File: src/rtl/status_reg_reader.sv
// rtl/status_reg_reader.sv - PL->PS status readback over the shared GPIO bus.
// Snapshots reg_in coherently and returns it MS byte first, one byte per r_clk strobe.
module status_reg_reader #(
  parameter int unsigned word_width = 8,
  parameter int unsigned num_words  = 4,
  parameter int unsigned addr_width = 16,
  parameter int unsigned bus_addr   = 0
) (
  input  logic                              clk,
  input  logic                              rst,
  input  logic [31:0]                       gpio_in,
  input  logic [num_words*word_width-1:0]   reg_in,
  output logic [31:0]                       gpio_out,
  output logic                              sel
);

  localparam int unsigned SNAP_W = num_words * word_width;
  localparam int unsigned IDX_W  = (num_words > 1) ? $clog2(num_words) : 1;
  localparam logic [IDX_W-1:0]      LAST_IDX = IDX_W'(num_words - 1);
  localparam logic [addr_width-1:0] MY_ADDR  = addr_width'(bus_addr);

  typedef enum logic [1:0] {IDLE, PRESENT, WAIT_LOW} state_e;

  state_e              state_q, state_d;
  logic [1:0]          r_sync_q, w_sync_q;
  logic [SNAP_W-1:0]   snap_q, snap_d;
  logic [IDX_W-1:0]    idx_q, idx_d;
  logic [31:0]         out_q, out_d;
  logic                sel_q, sel_d;

  logic                addr_hit, r_hit, w_hit;
  logic [SNAP_W-1:0]   src;
  logic [31:0]         shift;
  logic [word_width-1:0] byte_val;
  logic                unused_gpio;

  assign addr_hit = (gpio_in[addr_width-1:0] == MY_ADDR);
  assign r_hit    = r_sync_q[1] & addr_hit;
  assign w_hit    = w_sync_q[1] & addr_hit;

  // Byte 0 is taken straight from reg_in in the same cycle it is snapshotted.
  assign src      = (idx_q == '0) ? reg_in : snap_q;
  assign shift    = 32'(LAST_IDX - idx_q) * word_width;
  assign byte_val = src[shift +: word_width];

  assign unused_gpio = ^{gpio_in[31:26], gpio_in[23:addr_width]};

  assign gpio_out = out_q;
  assign sel      = sel_q;

  always_ff @(posedge clk or negedge rst) begin
    if (!rst) begin
      state_q  <= IDLE;
      r_sync_q <= 2'b00;
      w_sync_q <= 2'b00;
      snap_q   <= '0;
      idx_q    <= '0;
      out_q    <= '0;
      sel_q    <= 1'b0;
    end else begin
      state_q  <= state_d;
      r_sync_q <= {r_sync_q[0], gpio_in[25]};
      w_sync_q <= {w_sync_q[0], gpio_in[24]};
      snap_q   <= snap_d;
      idx_q    <= idx_d;
      out_q    <= out_d;
      sel_q    <= sel_d;
    end
  end

  always_comb begin
    state_d = state_q;
    snap_d  = snap_q;
    idx_d   = idx_q;
    out_d   = out_q;
    sel_d   = sel_q;
    case (state_q)
      IDLE: begin
        if (r_hit) begin
          if (idx_q == '0) snap_d = reg_in;
          out_d                   = '0;
          out_d[word_width-1:0]   = byte_val;
          out_d[30]               = 1'b1;
          out_d[31]               = (idx_q == LAST_IDX);
          sel_d                   = 1'b1;
          state_d                 = PRESENT;
        end else if (w_hit) begin
          idx_d = '0;
        end
      end
      PRESENT: begin
        state_d = WAIT_LOW;
      end
      WAIT_LOW: begin
        // Release on strobe fall regardless of address; the PS owns this transfer.
        if (!r_sync_q[1]) begin
          out_d   = '0;
          sel_d   = 1'b0;
          idx_d   = (idx_q == LAST_IDX) ? '0 : idx_q + IDX_W'(1);
          state_d = IDLE;
        end
      end
      default: begin
        state_d = IDLE;
      end
    endcase
  end

endmodule

File: config.mk
export PLATFORM = sky130hd
export DESIGN_NAME = status_reg_reader
export DESIGN_NICKNAME = d
export VERILOG_FILES = /design/src/rtl/status_reg_reader.sv
export SDC_FILE = /design/constraint.sdc
export NUM_CORES = 1
export LEC_CHECK = 0
export BUFFER_PORTS_ARGS = -buffer_cell sky130_fd_sc_hd__buf_2
export CAP_MARGIN = 20
export CORE_UTILIZATION = 45
export DETAILED_ROUTE_END_ITERATION = 7
export PLACE_DENSITY = 0.77
export SLEW_MARGIN = 0
export SYNTH_ARGS = -nofsm -noshare
export SYNTH_HDL_FRONTEND = slang
export SYNTH_SLANG_ARGS = --single-unit
export TNS_END_PERCENT = 30
File: constraint.sdc
create_clock -name clk -period 1.79 [get_ports clk]
set_input_delay 0.0895 -clock clk [delete_from_list [all_inputs] [get_ports clk]]
set_output_delay 0.0895 -clock clk [all_outputs]
set_load 0.01 [all_outputs]
; ---- Yosys cells after proc, flatten, opt, wreduce, memory -nomap -nowiden
; Cells that the tools add are included.
[op_classes]
add_sub_neg = 2
n_eq_ne = 7
shift = 1
n_mux = 15
n_bitwise = 2
reduce_logical = 8
[op_table]
columns = operator, n
row1 = 2-to-1 mux 32 bit, 3
row2 = case mux 32 bit (2 select lines), 1
row3 = variable part select 32 x 33 -> 8 bit, 1
row4 = logical NOT 16 bit, 1
row5 = 2-to-1 mux 2 bit, 6
row6 = "!= test 2 bit, second input constant", 4
row7 = case mux 2 bit (3 select lines), 1
row8 = "equality test 2 bit, second input constant", 2
row9 = logical NOT 2 bit, 2
row10 = case mux 2 bit (2 select lines), 1
row11 = AND reduction 2 bit, 2
row12 = AND reduction 4 bit, 1
row13 = AND reduction 3 bit, 1
row14 = "subtractor 2 x 2 -> 3 bit, first input constant", 1
row15 = "adder 2 x 1 -> 2 bit, second input constant", 1
row16 = AND 1 bit, 2
row17 = "equality test 2 x 1 -> 1 bit, second input constant", 1
row18 = 2-to-1 mux 1 bit, 2
row19 = case mux 1 bit (2 select lines), 1
row20 = nonzero test 2 bit, 1
[totals]
register_bits = 73
word_cells = 42

; ---- Longest topological paths before layout
; Gate-level depths: netlist of run 1.
[depth]
word_depth = 5
depth_mapped = 7
ltp_nobuf = 6

; ---- Worst setup path after synthesis of run 1
; OpenSTA, ideal clock, no wires.
[synth_timing]
path_kind = reg2reg
start = register idx_q[0]
end = register out_q[0], in the netlist gpio_out[0]
arrival_ns = 1.751
required_ns = 1.711
setup_slack_ns = -0.040
path_stages_with_launch = 8
path_buffers = 2
cell_sequence = dfrtp_1 inv_2 ha_1 buf_4 buf_6 mux2i_1 mux4_2 mux2i_1
[synth_between]
elab_chain_cells = 5
elab_cells_between_ends = 6
[synth_lines]
columns = item, line_no
row1 = start: declaration, 27  ; logic [IDX_W-1:0] idx_q, idx_d;
row2 = start signal: assignment, 65  ; idx_q <= idx_d;
row3 = branches (longest 2 deep; another with subtractor 2 x 2 -> 3 bit), --
row4 = variable part select 32 x 33 -> 8 bit *, 44  ; assign byte_val = src[shift +: word_width];
row5 = 2-to-1 mux 32 bit *, 79  ; if (r_hit) begin
row6 = case mux 32 bit (2 select lines) *, 77  ; case (state_q)
row7 = end signal: assignment, 66  ; out_q <= out_d;
row8 = end: declaration, 28  ; logic [31:0] out_q, out_d;
; Mark *: on every way between the ends. The select of a mux whose other input is x is not followed.
; A chain may end at the register's enable or synchronous reset.

; ---- Worst setup path after layout of run 1
[layout_timing]
start = register idx_q[0]
end = register out_q[5], in the netlist gpio_out[5]
; The elaborated chain is that of the path after synthesis.

==> results of run 1 <==
==> synth_stat cells (all sizes together) <==
master  instances
dfrtp          50
mux2i          41
a21oi          34
buf            33
mux2           16
nand2          12
mux4            8
nor4            4
inv             3
a211o           2
clkbuf          2
ha              2
nand3           2
a21o            1
and2            1
and4            1
conb            1
nor2            1
nor3            1
nor3b           1
o21ai           1
or2             1
or3b            1
==> what timing repair did <==
item | 4_1_cts | 5_1_grt
setup endpoints to repair | 3 | 18
endpoints found under the hold margin | 52 | 0
gates cloned | 0 | 1
hold buffers | 3 | 0
setup buffers | 0 | 1
gates resized for setup | 1 | 3
==> registers in the layout (all words and copies together), names as in the netlist <==
| register | flops |
|---|---|
| w_sync_q | 2 |
| gpio_out | 10 |
| state_q | 2 |
| snap_q | 32 |
| idx_q | 2 |
| r_sync_q | 2 |
==> cell type report <==
class	count	share of cell area, %
multi-input cells	152	39.7
clock inverters	1	0.155
inverters	3	0.428
clock buffers	7	2.68
flip-flops and latches	50	38.9
repair buffers	77	15.3
well taps	72	2.80
==> through the flow <==
step | cells | setup slack (ps) | hold WS [ps]
after global placement | 349 | 49.0 | 97.8
after floorplan | 240 | 11.1 | -206
after detailed placement | 349 | 10.6 | 101
after CTS | 360 | 23.4 | 28.1
final | 362 | 98.3 | 34.6
after global routing | 362 | -0.924 | 29.2
==> worst max path at each step <==
| stage | startpoint | end | slack (ps) | depth (start not counted) |
|---|---|---|---|---|
| 6_report | idx_q[0]$_DFFE_PN0P_ | gpio_out[5]$_DFFE_PN0P_ | 100 | 6 |
| 5_1_grt | idx_q[0]$_DFFE_PN0P_ | gpio_out[1]$_DFFE_PN0P_ | -0.9 | 6 |
| 4_1_cts | idx_q[0]$_DFFE_PN0P_ | gpio_out[5]$_DFFE_PN0P_ | 20 | 6 |
| 3_5_place_dp | idx_q[0]$_DFFE_PN0P_ | gpio_out[2]$_DFFE_PN0P_ | 10 | 6 |
| 3_3_place_gp | idx_q[0]$_DFFE_PN0P_ | gpio_out[2]$_DFFE_PN0P_ | 50 | 6 |
| 2_1_floorplan | idx_q[0]$_DFFE_PN0P_ | gpio_out[0]$_DFFE_PN0P_ | 10 | 7 |
==> layout by cell type, fill, tap and decap left out, types with 2 or more instances in the layout <==
master | netlist | routed
clkbuf_8 | 0 | 6
a211o_1 | 2 | 2
dlygate4sd3_1 | 0 | 3
conb_1 | 1 | 22
nor4_1 | 4 | 4
mux2i_1 | 41 | 41
buf_2 | 0 | 62
buf_12 | 0 | 3
mux4_2 | 8 | 8
mux2_4 | 10 | 10
mux2_2 | 6 | 6
nand2_1 | 12 | 12
dfrtp_1 | 50 | 49
buf_4 | 28 | 7
a21oi_1 | 34 | 34
==> worst reg2reg max path, delay by kind of cell (launching register included) <==
family	cells	cell delay, ps
mux	3	730
flops	1	440
buf+inv	2	260
fa+ha+maj	1	190
==> kinds of logic (layout without fill, tap and decap cells) <==
group                      count (synthesis)  after routing  synth area share, %
buffers and inverters                     38             88                 10.5
other                                      1             22                0.138
muxes                                     65             65                 29.7
adders and majority gates                  2              2                0.919
DFF                                       50             50                 45.9
AOI/OAI and AO/OA                         38             38                 7.35
and+or+nand+nor                           25             25                 5.51
==> power by group <==
| group | total [mW] | leakage [nW] | switching [mW] | internal, mW |
|---|---|---|---|---|
| Sequential | 1.14 | 0.632 | 0.00254 | 1.13 |
| Clock | 0.668 | 0.0482 | 0.355 | 0.312 |
| Combinational | 0.136 | 0.794 | 0.0783 | 0.0581 |
| Total | 1.94 | 1.47 | 0.436 | 1.50 |
==> routing by layer <==
layer  track usage (%)  up-vias
met5                 0        -
met4              7.14        0
met3              3.54       10
met2              27.4       79
met1              26.6      921
li1                  -      887
==> impl_results.md, run 1 <==
- Initial antenna violation count: 0
- Routed via count: 1897
- Post-synthesis instance total: 219
- Multi-input logic area: 0.00128 mm²
- Hold WC Path Type: in -> reg
- Min-delay src: reg_in[14]
- DRC: 0
- DP Area: 0.00305 mm²
- Max Cap Violations: 0
- Die ar.: 0.00637 mm²
- Buffer and inverter count on the worst path: 2
- Crit-path most repeated cell: mux2i_1
- PortBufs: 62
- Worst r2r src: idx_q[0]$_DFFE_PN0P_
- Final setup fails: 0
- Critical path data arrival time: 1910 ps
- Hold depth: 2
- Remaining Overflow, GRT: 0
- Die Y-Extent: 79.8 µm
- Area Overhead vs Synth: 18.2%
- Non-Filler Cell Area, Final: 0.00322 mm²
- Final Hold Viols: 0
- Detailed placement HPWL: 3970 µm
- Via density per instance: 5.24
- Placer congestion estimate: 0.780
- Leak: 1.47 nW
- CTS tree: yes
- Crit path largest cell delay: 490 ps
- Worst Reg2Reg Path Length in Cells: 6
- Yosys top cell area share: 45.9%
- Core outline area: 0.00568 mm²
- Register area: 0.00125 mm²
- TritonCTS buffer count: 5
- Worst Hold Path EP: snap_q[14]$_DFFE_PN0P_
- CTS max path bufs: 2
- I/O pin count: 99
- Slowest-stage cell, CP: mux4_2
- Root Buffer: clkbuf_8
- Drt wl/cell: 15.4 µm
- WL met2: 2620 µm
- Number of global-route vias before repair: 1806
- PwrDens: 603 mW/mm²
- M1 WL: 2520 µm
- Tmin final: 1690 ps
- Worst vdd ir: 327 µV
- Critical path launch point type: register
- WL met3: 335 µm
- Uppermost layer routed: met4
- Status: finished, final reports clean
- Power, Total: 1.94 mW
- Synth Cell Area: 0.00272 mm²
- First-pass GRT wire length: 8830 µm
- H-tree depth: 2
- ANT cells: 0
- Largest net degree at the start of global routing: 51
- Synthesis Warnings: 0
- Yosys top cell by area: dfrtp_1
- DRT iter0 DRCs: 165
- # rows: 27
- DR pass1 iterations: 5
- Total clock sinks: 50
- Post-synth cell types: 27
- Critical path class: reg -> reg
- GRT Total Usage: 18.5%
- CP max FO: 10
- Delay-heaviest family, CP: multiplexers
- Mapped Avg Cell Area: 12.4 µm²
- Filler cells: 478
- Initial Util: 48.0%
- Sequential-to-total area share from yosys stat: 45.9%
- Nets@finish: 357
- Skew-Pair Late Insertion Delay: 290 ps
- Critical Path End Type: register
- Final Skew: 1.31 ps
- Setup_tns: 0 ps
- Share of layout cells above drive strength 1: 39.0%
- Final ANT Viol Nets: 0
- R2R Setup Slk: 100 ps
- FF-to-FF End: gpio_out[5]$_DFFE_PN0P_
- Max Freq: 0.591 GHz
- Final core occ: 56.7%
- Crit path required time: 2010 ps
- Tcrit/Tclk final: 94.5%
- Total wire length: 5590 µm
- Clock-pin slew on the worst setup and hold paths: 90 ps
- Seq cells post-synth: 50
- Die extent in x: 79.8 µm
- Pins Over Slew Limit: 0
- Critical-path cell list: inv_4, ha_4, clkbuf_16, mux2i_1, mux4_2, mux2i_1
- Synth area leaders: dfrtp_1 46%, mux2i_1 15%, buf_4 7.7%, mux4_2 6.6%, a21oi_1 6.2%
(Power assumes the default switching activity.)
==> inputs of run 2 (changes only) <==
--- a/config.mk
+++ b/config.mk
@@ -9,7 +9,8 @@
 export CAP_MARGIN = 20
 export CORE_UTILIZATION = 45
 export DETAILED_ROUTE_END_ITERATION = 7
-export PLACE_DENSITY = 0.77
+export PLACE_DENSITY = 0.74
+export SKIP_CTS_REPAIR_TIMING = 1
 export SLEW_MARGIN = 0
 export SYNTH_ARGS = -nofsm -noshare
 export SYNTH_HDL_FRONTEND = slang
==> constraint.sdc (replaced) <==
create_clock -name clk -period 2.1 [get_ports clk]
set_input_delay 0.105 -clock clk [delete_from_list [all_inputs] [get_ports clk]]
set_output_delay 0.105 -clock clk [all_outputs]
set_load 0.01 [all_outputs]
==> impl_results.md, run 2 (synthesis results as in run 1) <==
- H-tree depth: 2
- Critical path data arrival time: 2060 ps
- Clock-pin slew on the worst setup and hold paths: 90 ps
- Leak: 1.45 nW
- Commonest non-fill, non-tap cell in the layout: buf_2
- Remaining Overflow, GRT: 0
- DRC: 0
- PortBufs: 62
- Detailed placement HPWL: 4080 µm
- Worst Hold Path EP: snap_q[15]$_DFFE_PN0P_
- DR pass1 iterations: 4
- Min-delay src: reg_in[15]
- I/O pin count: 99
- Die extent in x: 79.8 µm
- Max Freq: 0.545 GHz
- Total clock sinks: 50
- FF-to-FF End: gpio_out[0]$_DFFE_PN0P_
- Core outline area: 0.00568 mm²
- Die ar.: 0.00637 mm²
- Net Sw Frac: 23.2%
- Critical path launch point type: register
- Filler cells: 495
- ANT cells: 0
- CP max FO: 14
- Via density per instance: 5.15
- GRT Total Usage: 18.5%
- Hold WC Path Type: in -> reg
- Initial antenna violation count: 0
- Crit path required time: 2330 ps
- Final core occ: 55.6%
- Nets@finish: 355
- Critical Path End Type: register
- Most frequent cells in the layout: 62 x buf_2, 50 x dfrtp_1, 41 x mux2i_1, 34 x a21oi_1, 22 x conb_1
- Tcrit/Tclk final: 87.3%
- RSZ-0062 raised after global routing: no
- TritonCTS buffer count: 5
- Routed via count: 1855
- Buffer and inverter count on the worst path: 2
- Largest Register: snap_q
- R2R Setup Slk: 270 ps
- Delay-heaviest family, CP: multiplexers
- Largest net degree at the start of global routing: 27
- DRT iter0 DRCs: 134
- CTS max path bufs: 2
- Number of global-route vias before repair: 1827
- Root Buffer: clkbuf_8
- Tmin final: 1830 ps
- Drt wl/cell: 15.3 µm
- Area Overhead vs Synth: 15.9%
- Worst Reg2Reg Path Length in Cells: 6
- Critical path class: reg -> reg
- Place WS: 299 ps
- Pins Over Slew Limit: 0
- Worst vdd ir: 292 µV
- Crit-path most repeated cell: mux2i_1
- First-pass GRT wire length: 8790 µm
- NetSw: 0.386 mW
- Cell-internal power: 1.28 mW
- Total wire length: 5510 µm
- Initial Util: 48.0%
- Worst r2r src: idx_q[1]$_DFFE_PN0P_
- Max Cap Violations: 0
- Sequential power share: 58.2%
- Setup_tns: 0 ps
- Skew-Pair Late Insertion Delay: 300 ps
- Slowest-stage cell, CP: mux4_2
- Final Hold Viols: 0
- PwrDens: 527 mW/mm²
- Max FFs per register: 32
- Share of layout cells above drive strength 1: 38.5%
- Fin worst setup slack: 267 ps
- Crit path largest cell delay: 490 ps
- Logic pwr share: 6.8%
- # rows: 27
- Die Y-Extent: 79.8 µm
- Final Skew: 3.77 ps
- CTS tree: yes
- Critical-path cell list: inv_2, ha_2, buf_4, mux2i_1, mux4_2, mux2i_1
- Status: finished, final reports clean
- Hold slack: 42.4 ps
- Placer congestion estimate: 0.715
- Final setup fails: 0
- Final ANT Viol Nets: 0
- Hold depth: 2
- Clk pwr share: 35.0%
run 2: cell types whose count changed in the layout (fill, tap and decap cells not counted):
cell and delta:
dfrtp_2 -1, inv_2 +1, inv_4 -1, clkbuf_1 -1, buf_12 -1, clkinvlp_4 +1
clkbuf_16 -1, ha_2 +1, buf_4 +1, buf_8 -1, dfrtp_1 +1, ha_4 -1
run 2: worst reg2reg max path: stages, from the launching register on:
cell,delay [ps]
dfrtp_1,430
inv_2,80
ha_2,200
buf_4,270
mux2i_1,140
mux4_2,490
mux2i_1,160
run 2: power groups by stage:
stage | clock [mW] | sequential, mW | combinational (mW)
3_3_place_gp | 0 | 0.988 | 0.108
4_1_cts | 0.599 | 0.968 | 0.110
3_5_place_dp | 0 | 0.988 | 0.109
5_1_grt | 0.640 | 0.969 | 0.128
6_report | 0.583 | 0.968 | 0.114
2_1_floorplan | 0 | 0.987 | 0.0597
run 2: worst max-delay path by stage:
stage / end / cells past startpoint / slack, ps / startpoint
finish: gpio_out[0]$_DFFE_PN0P_ / 6 / 270 / idx_q[1]$_DFFE_PN0P_
global route: gpio_out[1]$_DFFE_PN0P_ / 6 / 170 / idx_q[0]$_DFFE_PN0P_
CTS: gpio_out[6]$_DFFE_PN0P_ / 6 / 280 / idx_q[0]$_DFFE_PN0P_
detailed placement: gpio_out[1]$_DFFE_PN0P_ / 6 / 300 / idx_q[0]$_DFFE_PN0P_
global placement: gpio_out[1]$_DFFE_PN0P_ / 6 / 350 / idx_q[0]$_DFFE_PN0P_
floorplan: gpio_out[0]$_DFFE_PN0P_ / 7 / 270 / idx_q[0]$_DFFE_PN0P_
run 2: final cells by class:
type / count / area [µm²] / share of cell area (%)
timing repair buffer: 75 / 440 / 14.0
sequential: 50 / 1250 / 39.6
clock inverter: 2 / 12.5 / 0.396
multi-input combinational: 152 / 1270 / 40.2
tap: 72 / 90.1 / 2.85
inverter: 3 / 11.3 / 0.357
clock buffer: 6 / 82.6 / 2.62
run 2: metal layers:
metal,global-route usage (%),vias up,share of wire (%)
met4,6.43,0,1.2
met5,0,-,0
met3,3.54,5,4.8
met2,30.4,78,48
li1,-,876,-
met1,24.4,896,46
run 2: stage by stage:
stage | power, mW | instances | instance area (µm²)
after floorplan | 1.05 | 240 | 2800
after global placement | 1.10 | 349 | 3030
after detailed placement | 1.10 | 349 | 3030
after CTS | 1.68 | 357 | 3130
after global routing | 1.74 | 360 | 3160
final | 1.66 | 360 | 3160
==> inputs of run 3 (changes only) <==
--- a/config.mk
+++ b/config.mk
@@ -10,6 +10,7 @@
 export CORE_UTILIZATION = 45
 export DETAILED_ROUTE_END_ITERATION = 7
 export PLACE_DENSITY = 0.74
+export RECOVER_POWER = 100
 export SKIP_CTS_REPAIR_TIMING = 1
 export SLEW_MARGIN = 0
 export SYNTH_ARGS = -nofsm -noshare
==> impl_results.md, run 3 (synthesis results as in run 1) <==
- Share of layout cells above drive strength 1: 29.5%
- Via density per instance: 5.21
- Most frequent cells in the layout: 50 x dfrtp_1, 50 x buf_2, 41 x mux2i_1, 34 x a21oi_1, 22 x conb_1
- Placed Cells: 349
- TritonCTS buffer count: 5
- Hold slack: 27.0 ps
- Critical-path cell list: inv_1, ha_1, buf_4, mux2i_1, mux4_2, mux2i_1
- Largest net degree at the start of global routing: 27
- Slowest-stage cell, CP: mux4_2
- Number of global-route vias before repair: 1827
- CTS max path bufs: 2
- First-pass GRT wire length: 8790 µm
- Die ar.: 0.00637 mm²
- GRT Total Usage: 18.5%
- Die Y-Extent: 79.8 µm
- Drt wl/cell: 15.4 µm
- Routed via count: 1875
- CP max FO: 14
- Detailed placement HPWL: 4080 µm
- I/O pin count: 99
- Skew-Pair Late Insertion Delay: 310 ps
- Net Sw Frac: 23.4%
- DRC: 0
- Worst vdd ir: 289 µV
- Tcrit/Tclk final: 89.5%
- Final Hold Viols: 0
- Area Overhead vs Synth: 13.6%
- ANT cells: 0
- Clk pwr share: 35.2%
- Pins Over Slew Limit: 0
- Core outline area: 0.00568 mm²
- Max Cap Violations: 0
- Final setup fails: 0
- PwrDens: 538 mW/mm²
- Logic pwr share: 6.6%
- CTS tree: yes
- RSZ-0062 raised after global routing: no
- Hold WC Path Type: in -> reg
- Largest Register: snap_q
- H-tree depth: 2
- Crit-path most repeated cell: mux2i_1
- Placer congestion estimate: 0.715
- Delay-heaviest family, CP: multiplexers
- Total clock sinks: 50
- Critical path data arrival time: 2110 ps
- Initial Util: 48.0%
- Remaining Overflow, GRT: 0
- PortBufs: 62
- Sequential power share: 58.1%
- Setup_tns: 0 ps
- Clock-pin slew on the worst setup and hold paths: 90 ps
- Total wire length: 5530 µm
- Max Freq: 0.532 GHz
- Final core occ: 54.5%
- Filler cells: 516
- Final Skew: 9.20 ps
- Leak: 1.40 nW
- Final ANT Viol Nets: 0
- Nets@finish: 355
- Slew @ Worst Pin: 1400 ps
- Worst slew margin: 6.99%
- # rows: 27
- DRT iter0 DRCs: 132
- Die extent in x: 79.8 µm
- DR pass1 iterations: 4
- Buffer and inverter count on the worst path: 2
- Cell-internal power: 1.28 mW
- Max FFs per register: 32
- Power, Total: 1.67 mW
- Crit path largest cell delay: 490 ps
- Tmin final: 1880 ps
- Crit path required time: 2330 ps
- Root Buffer: clkbuf_8
- NetSw: 0.390 mW
- Initial antenna violation count: 0
- Critical path class: reg -> reg
- Critical Path End Type: register
- Non-Filler Instances: 360
- Critical path launch point type: register
- Status: finished, final reports clean
==> run 3: cell count changes in the layout (fill, tap and decap cells not counted), sizes merged <==
cell | before | now
buf | 72 | 58
clkbuf | 6 | 20
==> run 3: path summary, 6_finish.rpt <==
check / slack, ps / end / cells after the start / from
max: 220 / gpio_out[0]$_DFFE_PN0P_ / 6 / idx_q[0]$_DFFE_PN0P_
min: 30 / snap_q[21]$_DFFE_PN0P_ / 2 / reg_in[21]
max reg2reg: 220 / gpio_out[0]$_DFFE_PN0P_ / 6 / idx_q[0]$_DFFE_PN0P_
min reg2reg: 360 / w_sync_q[1]$_DFF_PN0_ / 0 / w_sync_q[0]$_DFF_PN0_
max in group asynchronous: 470 / snap_q[9]$_DFFE_PN0P_ / 3 / rst
min in group asynchronous: 110 / snap_q[11]$_DFFE_PN0P_ / 2 / rst
==> run 3: stage by stage <==
step / instance area, µm² / worst slack (ps)
3_5_place_dp: 3030 / 299
5_1_grt: 3090 / 107
3_3_place_gp: 3030 / 346
2_1_floorplan: 2800 / 270
4_1_cts: 3130 / 278
6_report: 3090 / 221
==> run 3: layout make-up <==
type                            instances  area [µm²]  share of cell area (%)
Clock buffer                            6        82.6                    2.67
Timing Repair Buffer                   75         418                    13.5
Tap cell                               72        90.1                    2.91
Clock inverter                          2        12.5                   0.404
Inverter                                3        11.3                   0.364
Multi-Input combinational cell        152        1230                    39.7
Sequential cell                        50        1250                    40.4
==> run 3: metal layers <==
layer	share of wire (%)	wire length, µm	vias to the layer above	track usage [%]
met5	0	0	-	0
li1	-	-	877	-
met4	1.2	68	0	6.43
met3	6.1	338	5	3.54
met1	45	2470	905	24.4
met2	48	2660	88	30.4
==> run 3: power groups by stage <==
stage | logic, mW | registers, mW | clock network [mW]
after floorplan | 0.0597 | 0.987 | 0
final | 0.111 | 0.968 | 0.587
after global routing | 0.125 | 0.969 | 0.640
after CTS | 0.110 | 0.968 | 0.599
after global placement | 0.108 | 0.988 | 0
after detailed placement | 0.109 | 0.988 | 0
